==> config.mk <==
export PLATFORM = sky130hd
export DESIGN_NAME = gmii_tx_framer
export DESIGN_NICKNAME = d
export VERILOG_FILES = /design/src/rtl/gmii_tx_framer.sv
export SDC_FILE = /design/constraint.sdc
export NUM_CORES = 1
export LEC_CHECK = 0
export CORE_ASPECT_RATIO = 0.5
export CORE_UTILIZATION = 50
export CTS_BUF_LIST = sky130_fd_sc_hd__clkbuf_8
export DETAILED_ROUTE_END_ITERATION = 6
export GPL_TIMING_DRIVEN = 0
export PLACE_DENSITY = 0.77
export SLEW_MARGIN = 20
export SYNTH_ARGS = -nofsm -noshare
export SYNTH_HDL_FRONTEND = slang
export SYNTH_SLANG_ARGS = --single-unit
==> constraint.sdc <==
create_clock -name clk -period 2.3 [get_ports clk]
set_input_delay 0.23 -clock clk [delete_from_list [all_inputs] [get_ports clk]]
set_output_delay 0.23 -clock clk [all_outputs]
set_load 0.05 [all_outputs]
==> src/rtl/gmii_tx_framer.sv <==
// gmii_tx_framer: byte-wide AXI-Stream to GMII transmit framer.
// Wraps each frame in preamble/SFD, zero-pads to MIN_FRAME, appends the
// reflected CRC-32 FCS and enforces the inter-frame gap.
//
// state   | meaning
// --------+-----------------------------------------------------------
// IDLE    | wire quiet, waiting for tvalid; CRC and byte count re-armed
// PRE     | driving 0x55, seven cycles timed by tmr_q
// SFD     | driving 0xD5, first payload byte may be accepted
// DATA    | driving the byte accepted last cycle, accepting the next
// LAST    | driving the byte accepted with tlast
// PAD     | driving 0x00 until the byte count reaches MIN_FRAME
// FCS     | driving ~crc, least significant byte first, four cycles
// ABORT   | underrun marker cycle: txen=1, txer=1, txd=0x00
// DRAIN   | wire quiet, discarding input through tlast
// IFG     | wire quiet for IFG_BYTES cycles
module gmii_tx_framer #(
    parameter int MIN_FRAME = 60,
    parameter int IFG_BYTES = 12
) (
    input  logic       clk,
    input  logic       aresetn,
    input  logic       axis_i_tvalid,
    output logic       axis_i_tready,
    input  logic [7:0] axis_i_tdata,
    input  logic       axis_i_tlast,
    output logic [7:0] eth_txd,
    output logic       eth_txen,
    output logic       eth_txer
);

    localparam logic [15:0] MIN_W    = 16'(MIN_FRAME);
    localparam logic [15:0] IFG_LOAD = (IFG_BYTES > 0) ? 16'(IFG_BYTES - 1) : 16'd0;
    localparam logic [15:0] PRE_LOAD = 16'd6;
    localparam logic [15:0] FCS_LOAD = 16'd3;

    typedef enum logic [3:0] {
        S_IDLE,
        S_PRE,
        S_SFD,
        S_DATA,
        S_LAST,
        S_PAD,
        S_FCS,
        S_ABORT,
        S_DRAIN,
        S_IFG
    } state_t;

    state_t      state_q;
    logic [31:0] crc_q;
    logic [15:0] cnt_q;
    logic [15:0] tmr_q;
    logic [7:0]  hold_q;
    logic [7:0]  txd_q;
    logic        txen_q;
    logic        txer_q;
    logic        tready_q;

    logic [31:0] crc_hold_d;
    logic [31:0] crc_zero_d;
    logic [15:0] cnt_d;

    function automatic logic [31:0] crc_byte(input logic [31:0] c, input logic [7:0] b);
        logic [31:0] r;
        r = c ^ {24'd0, b};
        for (int i = 0; i < 8; i++) begin
            r = r[0] ? ((r >> 1) ^ 32'hEDB8_8320) : (r >> 1);
        end
        return r;
    endfunction

    // Candidate CRC updates for the byte going out and the saturating count step.
    always_comb begin
        crc_hold_d = crc_byte(crc_q, hold_q);
        crc_zero_d = crc_byte(crc_q, 8'h00);
        cnt_d      = (cnt_q == 16'hFFFF) ? cnt_q : cnt_q + 16'd1;
    end

    // Framer FSM; every output is a register updated alongside the state.
    always_ff @(posedge clk or negedge aresetn) begin
        if (!aresetn) begin
            state_q  <= S_IDLE;
            crc_q    <= 32'hFFFF_FFFF;
            cnt_q    <= 16'd0;
            tmr_q    <= 16'd0;
            hold_q   <= 8'h00;
            txd_q    <= 8'h00;
            txen_q   <= 1'b0;
            txer_q   <= 1'b0;
            tready_q <= 1'b0;
        end else begin
            txer_q <= 1'b0;
            case (state_q)
                S_IDLE: begin
                    txd_q    <= 8'h00;
                    txen_q   <= 1'b0;
                    tready_q <= 1'b0;
                    crc_q    <= 32'hFFFF_FFFF;
                    cnt_q    <= 16'd0;
                    if (axis_i_tvalid) begin
                        state_q <= S_PRE;
                        tmr_q   <= PRE_LOAD;
                    end
                end
                S_PRE: begin
                    txd_q  <= 8'h55;
                    txen_q <= 1'b1;
                    if (tmr_q == 16'd0) begin
                        state_q  <= S_SFD;
                        tready_q <= 1'b1;
                    end else begin
                        tmr_q <= tmr_q - 16'd1;
                    end
                end
                S_SFD: begin
                    txd_q  <= 8'hD5;
                    txen_q <= 1'b1;
                    if (axis_i_tvalid) begin
                        hold_q <= axis_i_tdata;
                        cnt_q  <= cnt_d;
                        if (axis_i_tlast) begin
                            tready_q <= 1'b0;
                            state_q  <= S_LAST;
                        end else begin
                            state_q <= S_DATA;
                        end
                    end else begin
                        state_q <= S_ABORT;
                    end
                end
                S_DATA: begin
                    txd_q  <= hold_q;
                    txen_q <= 1'b1;
                    crc_q  <= crc_hold_d;
                    if (axis_i_tvalid) begin
                        hold_q <= axis_i_tdata;
                        cnt_q  <= cnt_d;
                        if (axis_i_tlast) begin
                            tready_q <= 1'b0;
                            state_q  <= S_LAST;
                        end
                    end else begin
                        // Source ran dry: the byte already held still goes out first.
                        state_q <= S_ABORT;
                    end
                end
                S_LAST: begin
                    txd_q  <= hold_q;
                    txen_q <= 1'b1;
                    crc_q  <= crc_hold_d;
                    if (cnt_q < MIN_W) begin
                        state_q <= S_PAD;
                    end else begin
                        state_q <= S_FCS;
                        tmr_q   <= FCS_LOAD;
                    end
                end
                S_PAD: begin
                    txd_q  <= 8'h00;
                    txen_q <= 1'b1;
                    crc_q  <= crc_zero_d;
                    cnt_q  <= cnt_d;
                    if (cnt_d >= MIN_W) begin
                        state_q <= S_FCS;
                        tmr_q   <= FCS_LOAD;
                    end
                end
                S_FCS: begin
                    txd_q  <= ~crc_q[7:0];
                    txen_q <= 1'b1;
                    crc_q  <= {8'h00, crc_q[31:8]};
                    if (tmr_q == 16'd0) begin
                        state_q <= S_IFG;
                        tmr_q   <= IFG_LOAD;
                    end else begin
                        tmr_q <= tmr_q - 16'd1;
                    end
                end
                S_ABORT: begin
                    txd_q  <= 8'h00;
                    txen_q <= 1'b1;
                    txer_q <= 1'b1;
                    if (axis_i_tvalid && axis_i_tlast) begin
                        tready_q <= 1'b0;
                        state_q  <= S_IFG;
                        tmr_q    <= IFG_LOAD;
                    end else begin
                        state_q <= S_DRAIN;
                    end
                end
                S_DRAIN: begin
                    txd_q  <= 8'h00;
                    txen_q <= 1'b0;
                    if (axis_i_tvalid && axis_i_tlast) begin
                        tready_q <= 1'b0;
                        state_q  <= S_IFG;
                        tmr_q    <= IFG_LOAD;
                    end
                end
                S_IFG: begin
                    txd_q    <= 8'h00;
                    txen_q   <= 1'b0;
                    tready_q <= 1'b0;
                    if (tmr_q == 16'd0) begin
                        state_q <= S_IDLE;
                    end else begin
                        tmr_q <= tmr_q - 16'd1;
                    end
                end
                default: begin
                    state_q  <= S_IDLE;
                    txd_q    <= 8'h00;
                    txen_q   <= 1'b0;
                    tready_q <= 1'b0;
                end
            endcase
        end
    end

    assign axis_i_tready = tready_q;
    assign eth_txd       = txd_q;
    assign eth_txen      = txen_q;
    assign eth_txer      = txer_q;

endmodule

Word-level counts from Yosys, hierarchy flattened
Index checks and enable logic that the tools add are counted.
Operators by class
  add/sub/neg operators: 2
  $lt $le $gt $ge: 2
  equality and inequality tests: 22
  muxes and demuxes: 48
  bitwise gates (word level): 19
  reductions and logical operators: 17
Operators with widths (number)
  $mux 32: 16
  $not 13->14: 16
  $mux 16: 8
  $pmux 32 s4: 1
  $pmux 16 s6: 1
  $pmux 16 s3: 1
  $pmux 4 s10: 1
  $mux 4: 9
  $pmux 8 s4: 1
  $xor 32x8->32: 1
  $add 16x1->16 const B: 1
  $eq 16x16->1 const B: 1
  $eq 4x3->1 const B: 4
  $ge 16x6->1 const B: 1
  $logic_not 16->1: 1
  $lt 16x6->1 const B: 1
  $ne 2x2->1 const B: 8
  $sub 16x1->16 const B: 1
  $eq 4x2->1 const B: 2
  $eq 4x4->1 const B: 2
  $not 8->8: 1
  $reduce_or 2->1: 4
  $mux 1: 7
  $reduce_and 7->1: 1
  other kinds (17): 20
Word-level totals
  register bits after elaboration: 87
  input bits: 12
  output and inout port bits: 11

Longest topological paths before layout
Gate-level depths: netlist (run 1).
  word-level depth: 18
  depth in mapped cells: 12
  depth with buffers taken out: 9

Worst setup path before layout (run 1)
OpenSTA, ideal clock, no wires.
  kind: register to register
  start: register cnt_q[0]
  end: register tmr_q[10]
  setup time: 0.066 ns
  arrival time: 2.370 ns
  required time: 2.234 ns
  setup slack: -0.136 ns
  stages on the path, launching flop included: 10
  path buffers: 1
  clock period less this slack: 2.436 ns
  cell sequence: dfrtp_1 ha_1 nand3_1 or4_1 xnor2_1 a31oi_1 nand4_2 nor2_2 buf_2 o32a_1
Between the ends
  cells in the longest elaborated chain, start to end: 5
RTL lines
  start: declaration: RTL line 52  | logic [15:0] cnt_q;
  start signal: assignment: RTL line 121  | cnt_q <= cnt_d;
  start signal: assignment: RTL line 138  | cnt_q <= cnt_d;
  start signal: assignment: RTL line 163  | cnt_q <= cnt_d;
  $add 16x1->16 / $eq 16x16->1 (equally long branches): RTL line 77  | cnt_d = (cnt_q == 16'hFFFF) ? cnt_q : cnt_q + 16'd1;
  $mux 16: RTL line 77
  $ge 16x6->1: RTL line 164  | if (cnt_d >= MIN_W) begin
  $ne 2x2->1 (no line)
  $reduce_and 6->1 (no line) (*)
  end signal: assignment: RTL line 113  | tmr_q <= tmr_q - 16'd1;
  end signal: assignment: RTL line 177  | tmr_q <= tmr_q - 16'd1;
  end signal: assignment: RTL line 208  | tmr_q <= tmr_q - 16'd1;
  end: declaration: RTL line 53  | logic [15:0] tmr_q;
Mark *: on every way between the ends. The rest lies on a longest branch, timed or not.
A chain may end at the register's enable or synchronous reset.

Worst setup path in the final report (run 1)
  start: register tmr_q[14]
  end: register tmr_q[4]
Between the ends
  cells in the longest elaborated chain, start to end: 3
RTL lines (RTL line)
  $logic_not 16->1 (*): 109, 173, 205
  $mux 16 / $ne 2x2->1 (equally long branches)
  $pmux 16 s6 / $reduce_and 6->1 (equally long branches)
Marked as above.

==> run_results.csv, run 1 <==
group,metric,value,unit
sta,slew_viol_final,0,
cells_and_area,diodes,0,
drt,drc,20,
placement,dp_hpwl,12640,microns
logic_synthesis,syn_inst,772,
drt,drtIter0Drc,818,
sta,maxSlewHeadroom,42.40,%
cells_and_area,fin_cells,1027,
global_routing,grt_max_degree,58,
sta,hold_viol_final,0,
drt,first_pass_iters,7,
sta,hold_ws,0.3321,ns
worst_setup_path,reg2reg_to,"tmr_q[4]$_DFFE_PN0P_",
die,core,12810,sq um
cells_and_area,layout_common_cells,"86 x nor2_1, 83 x nand2_1, 65 x xnor2_1, 55 x o21ai_0",
worst_setup_path,worst_ep_arrival_time,2.67,ns
drt,wl_per_cell,19.94,microns
die,start_util,51.70,%
logic_synthesis,synth_flop_cell,"dfrtp_1",
sta,rsz0062_at_grt,"yes",
clock_network,clk_pin_slew,0.09,ns
drt,route.vias.total,6582,
placement,place_area,7097,sq um
worst_setup_path,critPathMaxFanout,6,
global_routing,grt_pass1_vias,6121,
logic_synthesis,async_reset_ff_share,100.0,%
die,num_io_pins,23,
hold_path,min_path_type,"input pin to async pin",
cells_and_area,nNetsFinal,866,
logic_synthesis,synth_top_area_share,20.78,%
global_routing,grt_usage,28.90,%
sta,fin_tns_setup,-1.077,ns
die,die_area,13740,sq um
worst_setup_path,critPathCaptureType,"flop",
sta,setup_viol,18,
worst_setup_path,critical_path.startpoint_type,"flop",
run,maxCapViolations,0,
cells_and_area,final_common_cell,"nor2_1",
cells_and_area,syn2layout_area_growth,24.67,%
worst_setup_path,r2r_setup_slack,-0.09,ns
worst_setup_path,max_stage_delay,0.59,ns
sta,min_period,2.392,ns
status,status,"finished with violations",
global_routing,grt_first_pass_wirelength,31080,microns
global_routing,grt-ovfl-total,0,
clock_network,cts-root-buf,"clkbuf_8",
logic_synthesis,yosysTopAreaCell,"dfrtp_1",
worst_setup_path,crit_required,2.58,ns
clock_network,ctsHtreeMaxLevel,3,
logic_synthesis,synth.avg_cell_area,8.579,sq um
worst_setup_path,worst_path_max_delay_cell,"or4_4",
logic_synthesis,yosysSeqAreaShare,33.48,%
sta,finalWorstSetupSlack,-0.09204,ns
worst_setup_path,cp_common_cell,"or4_4",
logic_synthesis,synth-seq-cells,87,
cells_and_area,drive_gt1_share,26.49,%
worst_setup_path,worstRegToRegCells,6,
placement,dp_cells,964,
global_routing,antenna_found_initial,0,
logic_synthesis,synthTopCellsByArea,"dfrtp_1 21%, dfstp_2 13%, xnor2_1 10%",
logic_synthesis,netlist-cell-type-count,81,
placement,numPortBuffers,21,
logic_synthesis,synth_edf_count,0,
worst_setup_path,critical_path_class,"flop to flop",
drt,wirelength,20480,microns
placement,place.gp.congestion,0.9572,
drt,antenna_left,0,
die,die_h,83.38,microns
status,violations,"design-rule violations, negative setup slack",
logic_synthesis,syn_area,6623,sq um
logic_synthesis,ys.warnings.count,0,
clock_network,cts_sinks,87,
clock_network,cts_tree,"built",
cells_and_area,design_area,8257,sq um
sta,fmax,418.1,MHz
clock_network,worstSkewPairLatency,0.39,ns
sta,finalClockSkew,0.01224,ns
logic_synthesis,synth.net_count,786,
drt,vias_per_cell,6.409,
worst_setup_path,cp_cell_sequence,"or4_4, or4_4, o2bb2ai_4, o21ai_2, or3b_1, o22a_1",
clock_network,clock_path_buffers,2,
sta,period_share,104.0,%
die,num_rows,29,
sta,worst_pin_slew,0.8608,ns
clock_network,cts_buffers,9,
worst_setup_path,reg2reg_from,"tmr_q[14]$_DFFE_PN0P_",
die,die_x,164.8,microns
-- through the flow --
stage | utilization (%) | setup slack, ns
final | 64.46 | -0.09204
after floorplan | - | -0.01734
after global routing | 64.46 | -0.1870
after detailed placement | 55.41 | -0.3690
after CTS | 60.23 | -0.1096
after global placement | 55.21 | -2.276
-- per-layer routing --
layer | track usage (%) | vias up | routed length, microns
met5 | 0 | - | 0
met4 | 12.34 | 0 | 806
met3 | 6.593 | 113 | 1847
met2 | 45.80 | 441 | 9557
met1 | 37.83 | 3125 | 8272
li1 | - | 2903 | -
-- worst max-delay path by stage --
stage / startpoint / end / cells past startpoint
2_1_floorplan: tmr_q[11]$_DFFE_PN0P_ / tmr_q[3]$_DFFE_PN0P_ / 7
3_3_place_gp: aresetn / eth_txd[5]$_DFF_PN0_ / 1
3_5_place_dp: state_q[0]$_DFFE_PN0P_ / crc_q[15]$_DFFE_PN1P_ / 8
4_1_cts: tmr_q[14]$_DFFE_PN0P_ / tmr_q[4]$_DFFE_PN0P_ / 7
5_1_grt: tmr_q[3]$_DFFE_PN0P_ / tmr_q[0]$_DFFE_PN0P_ / 10
6_report: tmr_q[14]$_DFFE_PN0P_ / tmr_q[4]$_DFFE_PN0P_ / 6
-- cell type report --
cell class                      instances  area, sq um
Fill cell                             989         4552
Multi-Input combinational cell        618         4543
Sequential cell                        87         2242
Timing Repair Buffer                   79        730.7
Buffer                                 51        324.1
Tap cell                              170        212.7
Clock buffer                           10        137.6
Clock inverter                          6        43.79
Inverter                                6        22.52
-- Yosys cell counts (all sizes together) (8+ instances only) --
library cell	count
a31oi	13
nand4	8
buf	24
xor2	37
a221oi	10
clkbuf	37
nand3	21
nor2b	11
dfrtp	55
dfstp	32
o21ai	57
nor2	89
nand2	87
nor4	10
o22a	10
xnor2	84
or3	9
nor3	10
mux2	8
o32a	12
and3	9
a21oi	49
-- flip-flops by register name (all words and copies together) (netlist names) --
signal and flops:
cnt_q 16, tmr_q 16, axis_i_tready 1, hold_q 8, crc_q 32, eth_txd 8, eth_txer 1, eth_txen 1
state_q 4
-- cell families (layout without fill, tap and decap cells) --
family | Yosys count | after routing | share of synthesized area, %
AO/OA/AOI/OAI | 197 | 197 | 20.08
XOR/XNOR | 122 | 122 | 18.27
adder cells (fa/ha/maj) | 2 | 2 | 0.3778
buffers and inverters | 67 | 152 | 4.836
flip-flops | 87 | 87 | 33.48
multiplexers | 11 | 11 | 1.814
AND/OR/NAND/NOR | 286 | 286 | 21.14
-- repair_timing --
item,in CTS,in global routing
setup endpoints to repair,58,52
pin swaps,15,16
gates cloned,1,0
buffers inserted,26,29
hold buffers,1,0
endpoints found under the hold margin,30,0
gates resized for setup,44,87
-- worst max-delay path, delay by kind of cell (launching register included) --
| kind | cells | cell delay (ns) |
|---|---|---|
| simple gates | 3 | 1.47 |
| compound gates | 3 | 0.43 |
| flops | 1 | 0.39 |
Power of run 1 is left out: the tool's default activity adds up to more than one toggle a clock period on the data nets, which glitch-free logic cannot reach.
==> run 2, diff against run 1 <==
- CORE_UTILIZATION: 50 -> 35
- PLACE_DENSITY: 0.77 -> not set
==> run 2 against run 1 <==
Net effect: the run ends with negative setup slack left; critical path depth increased by 3; hold slack got worse by 0.017 ns; final area increased by 1.6%; register-to-register slack got worse by 0.04 ns; die area increased by 42%; utilization decreased by 19 points; clock skew about the same; clock-buffer cell count unchanged; first-iteration DRC count decreased by 46%; worst setup slack got worse by 0.038 ns; sequential share of layout area decreased by 0.47 points; global-route usage decreased by 8.1 points.
==> run_results.csv, run 2 (synthesized netlist as in run 1, its figures left out) <==
group,metric,value,unit
global_routing,grt_usage,20.77,%
cells_and_area,design_area,8387,sq um
placement,dp_cells,1053,
cells_and_area,fin_cells,1128,
drt,antenna_left,0,
clock_network,cts_tree,"built",
worst_setup_path,critical_path.startpoint_type,"flop",
sta,min_period,2.430,ns
clock_network,cts-root-buf,"clkbuf_8",
worst_setup_path,worst_ep_arrival_time,2.70,ns
cells_and_area,diodes,0,
placement,dpl_worst_slack,-0.4543,ns
worst_setup_path,crit_required,2.57,ns
status,violations,"negative setup slack",
cells_and_area,nFillCells,1780,
sta,fmax,411.6,MHz
clock_network,clk_pin_slew,0.10,ns
cells_and_area,drive_gt1_share,28.77,%
die,die_h,99.27,microns
drt,drtIter0Drc,445,
cells_and_area,syn2layout_area_growth,26.64,%
cells_and_area,final_common_cell,"nor2_1",
clock_network,worstSkewPairLatency,0.38,ns
sta,slew_viol_final,0,
drt,drc,0,
clock_network,cts_sinks,87,
global_routing,antenna_found_initial,0,
drt,wirelength,20040,microns
cells_and_area,reg_top3,"crc_q: 32 flops, cnt_q: 16 flops, tmr_q: 16 flops",
placement,dp_hpwl,13100,microns
die,die_x,196.5,microns
drt,vias_per_cell,5.569,
cells_and_area,nNetsFinal,878,
worst_setup_path,critPathCaptureType,"flop",
sta,finalClockSkew,0.01176,ns
die,die_area,19510,sq um
die,num_io_pins,23,
clock_network,cts_buffers,9,
global_routing,grt_max_degree,52,
sta,period_share,105.6,%
die,core,18480,sq um
placement,place_area,7212,sq um
cells_and_area,utilization,45.38,%
cells_and_area,largest_reg_flops,32,
drt,route.vias.total,6282,
die,num_rows,35,
cells_and_area,layout_common_cells,"84 x nor2_1, 80 x nand2_1, 68 x xnor2_1, 61 x buf_4, 55 x o21ai_0",
placement,numPortBuffers,21,
placement,place.gp.congestion,0.8792,
sta,worst_pin_slew,0.6377,ns
status,status,"finished with violations",
global_routing,grt_pass1_vias,5869,
cells_and_area,regMostFlops,"crc_q",
global_routing,grt_first_pass_wirelength,31820,microns
die,start_util,35.84,%
worst_setup_path,critPathMaxFanout,6,
sta,finalWorstSetupSlack,-0.1298,ns
sta,setup_viol,17,
clock_network,clock_path_buffers,2,
clock_network,ctsHtreeMaxLevel,3,
global_routing,grt-ovfl-total,0,
worst_setup_path,critical_path_class,"flop to flop",
hold_path,min_path_type,"input pin to async pin",
sta,hold_viol_final,0,
drt,wl_per_cell,17.76,microns
drt,first_pass_iters,5,
sta,maxSlewHeadroom,57.18,%
sta,rsz0062_at_grt,"yes",
run,maxCapViolations,0,
[run 2: stage by stage]
step,hold slack (ns),TNS (ns)
3_5_place_dp,0.1643,-13.31
6_report,0.3147,-1.222
3_3_place_gp,0.4754,-184.94
5_1_grt,0.3430,-3.033
2_1_floorplan,-0.06559,-0.02992
4_1_cts,0.3261,-1.413
[run 2: cell type report]
type                    count  area, sq um  share of cell area (%)
inverters                   6        22.52                  0.2685
flip-flops and latches     87         2238                   26.69
repair buffers             91        794.5                   9.473
plain buffers              51        304.0                   3.625
well taps                 259        324.1                   3.864
clock inverters             6        37.54                  0.4476
multi-input cells         618         4528                   53.99
clock buffers              10        137.6                   1.641
[run 2: final timing paths]
path,from,to,slack [ns],cells past startpoint
setup / recovery,tmr_q[1]$_DFFE_PN0P_,tmr_q[4]$_DFFE_PN0P_,-0.13,9
hold / removal,aresetn,eth_txen$_DFF_PN0_,0.31,2
setup reg to reg,tmr_q[1]$_DFFE_PN0P_,tmr_q[4]$_DFFE_PN0P_,-0.13,9
hold reg to reg,axis_i_tready$_DFFE_PN0P_,axis_i_tready$_DFFE_PN0P_,0.50,1
max in group asynchronous,aresetn,crc_q[1]$_DFFE_PN1P_,1.34,3
min in group clk,axis_i_tvalid,state_q[2]$_DFFE_PN0P_,0.44,4
[run 2: per-layer routing]
layer / part of all wire, % / track usage, %
met2: 46 / 33.63
met4: 3.3 / 8.353
met3: 4.7 / 3.832
met1: 46 / 27.56
met5: 0 / 0
[run 2: timing repair]
| item | CTS | global route |
|---|---|---|
| hold buffers | 1 | 0 |
| endpoints found under the hold margin | 36 | 0 |
| setup endpoints to repair | 58 | 49 |
| pin swaps | 17 | 23 |
| gates resized for setup | 68 | 54 |
| buffers inserted | 38 | 28 |
| gates cloned | 2 | 0 |
[run 2: worst max-delay path, stage by stage (launching register included)]
cell	delay (ns)
dfrtp_1	0.40
inv_2	0.10
ha_4	0.15
nor2b_4	0.14
nand4b_1	0.14
or4_4	0.60
o2bb2ai_4	0.22
o21ai_2	0.08
or3b_1	0.34
o22a_1	0.16
Power of run 2 is left out for the same reason.
